[src/rtl/bus_arbiter.sv]
// bus_arbiter: single-outstanding arbiter of fetch and data requests onto one shared bus with a wait-timeout.
module bus_arbiter #(
  parameter int unsigned MAX_WAIT = 15
) (
  input  logic        clk,
  input  logic        rst,
  input  logic        i_req,
  input  logic [31:0] i_addr,
  output logic        iready_n,
  output logic [31:0] idata,
  input  logic [1:0]  MemRW,
  input  logic [31:0] d_addr,
  input  logic [31:0] d_wdata,
  input  logic [3:0]  d_be,
  output logic        dready_n,
  output logic [31:0] ddata,
  output logic        dbusy,
  output logic        bus_req,
  output logic        bus_we,
  output logic [31:0] bus_addr,
  output logic [31:0] bus_wdata,
  output logic [3:0]  bus_be,
  input  logic        bus_ack,
  input  logic [31:0] bus_rdata,
  output logic        bus_err
);
  typedef enum logic [2:0] {IDLE, FETCH, DREAD, DWRITE, DONE} state_t;
  localparam logic [7:0] WAIT_LAST = 8'(MAX_WAIT - 1);
  state_t      state_q, state_d;
  logic [7:0]  cnt_q, cnt_d;
  logic        bus_req_q, bus_req_d, bus_we_q, bus_we_d, bus_err_q, bus_err_d;
  logic        iready_n_q, iready_n_d, dready_n_q, dready_n_d, dbusy_q, dbusy_d;
  logic [31:0] bus_addr_q, bus_addr_d, bus_wdata_q, bus_wdata_d;
  logic [31:0] idata_q, idata_d, ddata_q, ddata_d;
  logic [3:0]  bus_be_q, bus_be_d;
  logic        acc, tmo, fin, launch_w, launch_r, launch_f, launch;
  logic [31:0] rdata;
  always_ff @(posedge clk or negedge rst)
    if (!rst) begin
      state_q     <= IDLE;
      cnt_q       <= '0;
      bus_req_q   <= 1'b0;
      bus_we_q    <= 1'b0;
      bus_err_q   <= 1'b0;
      iready_n_q  <= 1'b1;
      dready_n_q  <= 1'b1;
      dbusy_q     <= 1'b0;
      bus_addr_q  <= '0;
      bus_wdata_q <= '0;
      bus_be_q    <= '0;
      idata_q     <= '0;
      ddata_q     <= '0;
    end else begin
      state_q     <= state_d;
      cnt_q       <= cnt_d;
      bus_req_q   <= bus_req_d;
      bus_we_q    <= bus_we_d;
      bus_err_q   <= bus_err_d;
      iready_n_q  <= iready_n_d;
      dready_n_q  <= dready_n_d;
      dbusy_q     <= dbusy_d;
      bus_addr_q  <= bus_addr_d;
      bus_wdata_q <= bus_wdata_d;
      bus_be_q    <= bus_be_d;
      idata_q     <= idata_d;
      ddata_q     <= ddata_d;
    end
  always_comb begin
    acc      = state_q inside {FETCH, DREAD, DWRITE};
    tmo      = acc && !bus_ack && cnt_q == WAIT_LAST;
    fin      = acc && (bus_ack || tmo);
    launch_w = state_q == IDLE && MemRW[0];
    launch_r = state_q == IDLE && MemRW == 2'b10;
    launch_f = state_q == IDLE && MemRW == 2'b00 && i_req;
    launch   = launch_w || launch_r || launch_f;
    state_d  = launch_w ? DWRITE : launch_r ? DREAD : launch_f ? FETCH :
               fin ? DONE : state_q == DONE ? IDLE : state_q;
  end
  // Registered outputs are computed here so every completion pulse lands in the DONE cycle.
  always_comb begin
    rdata       = tmo ? 32'h0 : bus_rdata;
    cnt_d       = launch ? 8'h0 : (acc && !bus_ack) ? cnt_q + 8'h1 : cnt_q;
    bus_req_d   = launch ? 1'b1 : fin ? 1'b0 : bus_req_q;
    bus_we_d    = launch ? launch_w : fin ? 1'b0 : bus_we_q;
    bus_addr_d  = (launch_w || launch_r) ? d_addr : launch_f ? i_addr : bus_addr_q;
    bus_wdata_d = launch_w ? d_wdata : bus_wdata_q;
    bus_be_d    = launch_w ? d_be : (launch_r || launch_f) ? 4'hF : bus_be_q;
    idata_d     = (fin && state_q == FETCH) ? rdata : idata_q;
    ddata_d     = (fin && state_q == DREAD) ? rdata : ddata_q;
    iready_n_d  = !(fin && state_q == FETCH);
    dready_n_d  = !(fin && state_q == DREAD);
    bus_err_d   = tmo;
    dbusy_d     = launch_w ? 1'b1 : (fin && state_q == DWRITE) ? 1'b0 : dbusy_q;
  end
  assign bus_req   = bus_req_q;
  assign bus_we    = bus_we_q;
  assign bus_err   = bus_err_q;
  assign iready_n  = iready_n_q;
  assign dready_n  = dready_n_q;
  assign dbusy     = dbusy_q;
  assign bus_addr  = bus_addr_q;
  assign bus_wdata = bus_wdata_q;
  assign bus_be    = bus_be_q;
  assign idata     = idata_q;
  assign ddata     = ddata_q;
endmodule

[config.mk]
export PLATFORM = sky130hd
export DESIGN_NAME = bus_arbiter
export DESIGN_NICKNAME = d
export VERILOG_FILES = /design/src/rtl/bus_arbiter.sv
export SDC_FILE = /design/constraint.sdc
export NUM_CORES = 1
export LEC_CHECK = 0
export BUFFER_PORTS_ARGS = -buffer_cell sky130_fd_sc_hd__buf_2
export CAP_MARGIN = 20
export CORE_ASPECT_RATIO = 1.75
export CORE_MARGIN = 3
export CORE_UTILIZATION = 25
export DETAILED_ROUTE_END_ITERATION = 16
export GPL_ROUTABILITY_DRIVEN = 0
export HOLD_SLACK_MARGIN = 0.1
export SLEW_MARGIN = 20
export SYNTH_ARGS = -nofsm -noshare
export SYNTH_HDL_FRONTEND = slang
export SYNTH_SLANG_ARGS = --single-unit
[constraint.sdc]
create_clock -name clk -period 1.92 [get_ports clk]
set_input_delay 0.384 -clock clk [delete_from_list [all_inputs] [get_ports clk]]
set_output_delay 0.384 -clock clk [all_outputs]
set_load 0.02 [all_outputs]
Word level (Yosys, flattened, before mapping)

Index checks and enable logic that the tools add are counted.

Add/subtract/negate cells: 1
Multiply operators: 0
Divide/modulo/power cells: 0
Magnitude comparators: 0
Equal/unequal tests: 6
Shifts and indexed selects: 0
Multiplexer cells: 17
Bitwise logic cells: 0
Reductions and logical operators: 26

Operator list:

| cell                | number |
|---|---|
| $mux 32             | 3 |
| $mux 8              | 2 |
| $mux 3              | 5 |
| $logic_and 1x1->1   | 10 |
| $reduce_bool 2->1   | 5 |
| $add 8x1->8 const B | 1 |
| $eq 8x4->1 const B  | 1 |
| $mux 4              | 2 |
| $eq 3x2->1 const B  | 2 |
| $mux 1              | 5 |
| $reduce_bool 5->1   | 1 |
| $logic_or 1x1->1    | 4 |
| $eq 3x1->1 const B  | 1 |
| $eq 3x3->1 const B  | 1 |
| $logic_not 1->1     | 3 |
| $logic_not 3->1     | 1 |
| $reduce_bool 3->1   | 1 |
| $eq 2x2->1 const B  | 1 |
| $logic_not 2->1     | 1 |

Flip-flop bits (word level): 149
Latch bits: 0
Memory bits (writable): 0
Bits in read-only memories: 0
Output and inout bits: 138
Word-level logic and storage cells: 63
Memories: 0

Depth between registers and ports, before layout

Word-level depth: 10
Gate-level depth with buffers: 7
Depth with buffers taken out: 5

Worst setup path after synthesis

Ideal clock, no wire load.

Path kind: reg-to-reg
From: reg state_q[1]
To: reg bus_wdata_q[19] (netlist: bus_wdata[19])
Arrival: 1.410 ns
Required time: 1.792 ns
Slack: 0.383 ns
Stages on the path, launching flop included: 6
Period minus slack after synthesis: 1.537 ns
Path through: dfrtp_1 buf_2 nor3_4 nand2_4 buf_2 mux2_1

Word-level cells in the longest chain between the ends: 2

RTL lines:

| what                   | RTL line | text |
|---|---|---|
| from (decl)            | 29       | `state_t state_q, state_d;` |
| from (signal assigned) | 54       | `state_q <= state_d;` |
| $logic_not 3->1        | 72       | `launch_w = state_q == IDLE && MemRW[0];` |
| $logic_and 1x1->1      | 72       |  |
| to (signal assigned)   | 63       | `bus_wdata_q <= bus_wdata_d;` |
| to (decl)              | 33       | `logic [31:0] bus_addr_q, bus_addr_d, bus_wdata_q, bus_wdata_d;` |

Every way passes these cells.
A chain may end at the register's enable or synchronous reset.

Worst setup path after layout

From: reg state_q[2]
To: reg bus_wdata_q[5] (netlist: bus_wdata[5])

Same word-level chain as after synthesis.

==> results.yml <==
critical_path:
  crit_path_max_fanout: 37
  r2r_cells: 3
  startpoint_type: "flop"
  critPathMaxStageDelay_ns: 0.53
  arrival_ns: 2.04
  critPathLaunch: "state_q[2]"
  worst-setup-path-type: "reg2reg"
  reg2reg_slack_ns: 0.18
  timing.rr.start: "state_q[2]"
  cp_num_buf_inv: 0
  cp-end-kind: "flop"
  crit_family: "simple AND/OR/NAND/NOR gates"
  worstPathCellList: "nor3_4 -> nand2_4 -> mux2_1"
  critPathSlowestCell: "dfrtp_1"
  worstPathRequired_ns: 2.22
  worst_r2r_endpoint: "bus_wdata[5]"
power:
  powerDensity_nw_per_um2: 1800
  pwr-share-comb: 0.411
  ir_worst_vdd_mv: 0.660
  p_sw_mw: 5.79
  clkPwrFrac: 0.228
  p_int_mw: 8.99
  leakagePower_nw: 3.88
  p_seq_frac: 0.361
  p_sw_frac: 0.392
synth:
  synth_area_sq_um: 5860
  synth_top_cell_by_area: "dfrtp_1"
  ys_types: 38
  postSynthAreaPerCell_sq_um: 13.0
  yosysSeqAreaShare: 0.636
  ys_seq_elements: 149
  yosys_warnings: 0
  netlist_instances: 452
  synth_area_leaders: "dfrtp_1 (63%), a32o_1 (11%), mux2_1 (4.8%), o22ai_1 (3.4%), a21oi_1 (3.1%)"
  mappedNetlistNets: 592
  yosysTopAreaCellShare: 0.628
sta:
  period_minus_slack_ns: 1.74
  rsz0062_at_grt: "no"
  tightestPinTransition_ns: 0.521
  final.setup.tns_ns: 0
  clock_skew_ns: 0.00692
  hold_viol: 0
  relSlewSlack: 0.652
  slew_viol_final: 0
  finalCritPeriodShare: 0.905
  setup_violations: 0
  setup_slack_ns: 0.182
  maxClockFrequency_ghz: 0.575
clocking:
  clkSinkCount: 149
  cts_buffers: 17
  clkTransAtPathRegs_ns: 0.06
  tritoncts: "yes"
  clkLatencyLatePin_ns: 0.42
  ctsHtreeMaxLevel: 4
  cts_root_buf: "clkbuf_16"
  clockBufferDepth: 2
  post_cts_buffers: 0
hold_path:
  hold-path-endpoint: "bus_wdata[15]"
  hold_path_depth: 2
  worstHoldStart: "d_wdata[15]"
  hp-class: "in2reg"
finish:
  fin_util: 0.358
  multi_input_area_sq_um: 1920
  fill_cells: 2316
  syn2layout_area_growth_pct: 40.0
  layout_common_cells: "buf_2 (274), dfrtp_1 (147), a32o_1 (64)"
  ff_latch_area_sq_um: 3730
  drive_gt1_frac: 0.449
  nets: 862
  final_common_cell: "buf_2"
die:
  initial_core_util: 0.256
  core_area_sq_um: 22900
  rows: 73
  io_pins: 276
  dieArea_sq_um: 25400
  die_y_um: 209
  die_w_um: 122
placed_design:
  preCtsSetupSlack_ns: 0.186
  dpl.hpwl_um: 12000
  io_buffers: 275
detailed_routing:
  first_pass_iters: 4
  drc_errors: 0
  vias_per_cell: 4.67
  drtIter0Drc: 193
  drtAntennaViolNets: 0
  routed_wl_um: 16900
  wl_per_cell_um: 16.4
  vias: 4832
global_route:
  grt_usage: 0.133
  grt_pass1_vias: 4994
  grt_max_degree: 54
  grt_pass1_wl_um: 26200
  overflow: 0
  antenna_found_initial: 1
job:
  maxCapViolCount: 0
run_status:
  status: "finished clean"
[worst max path at each step]
stage,cells after the start,to,slack (ns)
floorplan,5,bus_wdata[19],0.38
global placement,3,bus_wdata[3],0.24
detailed placement,3,bus_wdata[30],0.19
CTS,3,bus_wdata[18],0.17
global route,3,bus_wdata[6],0.07
finish,3,bus_wdata[5],0.18
[routing by layer]
layer	wire (um)	share of wire	global-route usage
met5	0	0	0
met4	372	0.022	0.0515
met3	1110	0.066	0.0430
met2	9080	0.54	0.245
met1	6370	0.38	0.136
[cell families (layout without fill, tap and decap cells)]
logic type,count (synthesis),after routing,share of synthesized area
compound gates,148,148,0.194
xor+xnor,5,5,0.00747
buf+inv,42,323,0.0367
flops,149,149,0.636
simple gates,74,74,0.0600
fa+ha+maj,2,2,0.00427
mux,32,32,0.0615
other cells,0,1,0
[cell type report]
type                    count  share of cell area
diodes                      1            0.000305
clock buffers              22              0.0566
clock inverters             8              0.0154
inverters                   3             0.00137
multi-input cells         261               0.234
flip-flops and latches    149               0.455
well taps                 300              0.0457
repair buffers            290               0.192
[registers in the layout, indices dropped and copies added, names as in the netlist]
signal and count:
bus_err 1, state_q 3, bus_we 1, iready_n 1
bus_addr 32, bus_be 4, cnt_q 8, idata 32
dbusy 1, dready_n 1, bus_req 1, ddata 32
bus_wdata 32
[cell usage after synthesis, drive strengths merged]
library cell	count
a41o	1
nand3	1
and2	3
o22a	4
clkbuf	18
a21oi	36
dfstp	2
mux2	32
nor4	1
xnor2	1
o41ai	1
or3	2
a211oi	1
o21ai	7
nand2b	1
dfrtp	147
ha	2
nor2b	2
nor2	46
or2	1
a32o	64
nor3b	1
nand2	6
and3	1
nor3	4
buf	21
a41oi	1
o22ai	32
nand4	5
xor2	4
o31a	1
inv	3
[power groups by stage]
stage | combinational, mW | sequential, mW | clock [mW]
after floorplan | 2.27 | 6.98 | 0
after global placement | 6.13 | 5.34 | 0
after detailed placement | 6.19 | 5.38 | 0
after CTS | 6.20 | 5.34 | 3.53
after global routing | 6.58 | 5.51 | 3.65
final | 6.08 | 5.33 | 3.37
[through the flow]
step           hold WS (ns)  total power, mW  cells  area (sq um)
6_report              0.171             14.8   1034          8210
5_1_grt               0.149             15.7   1033          8210
3_3_place_gp          0.261             11.5   1002          7600
2_1_floorplan        0.0884             9.25    452          5860
4_1_cts               0.139             15.1   1033          8210
3_5_place_dp          0.258             11.6   1002          7600
[timing repair]
action,4_1_cts,5_1_grt
hold endpoints to repair,20,0
gates resized for setup,0,0
setup endpoints to repair,0,0
hold buffers,1,0
No activity file was read; power rests on OpenSTA's default activity.
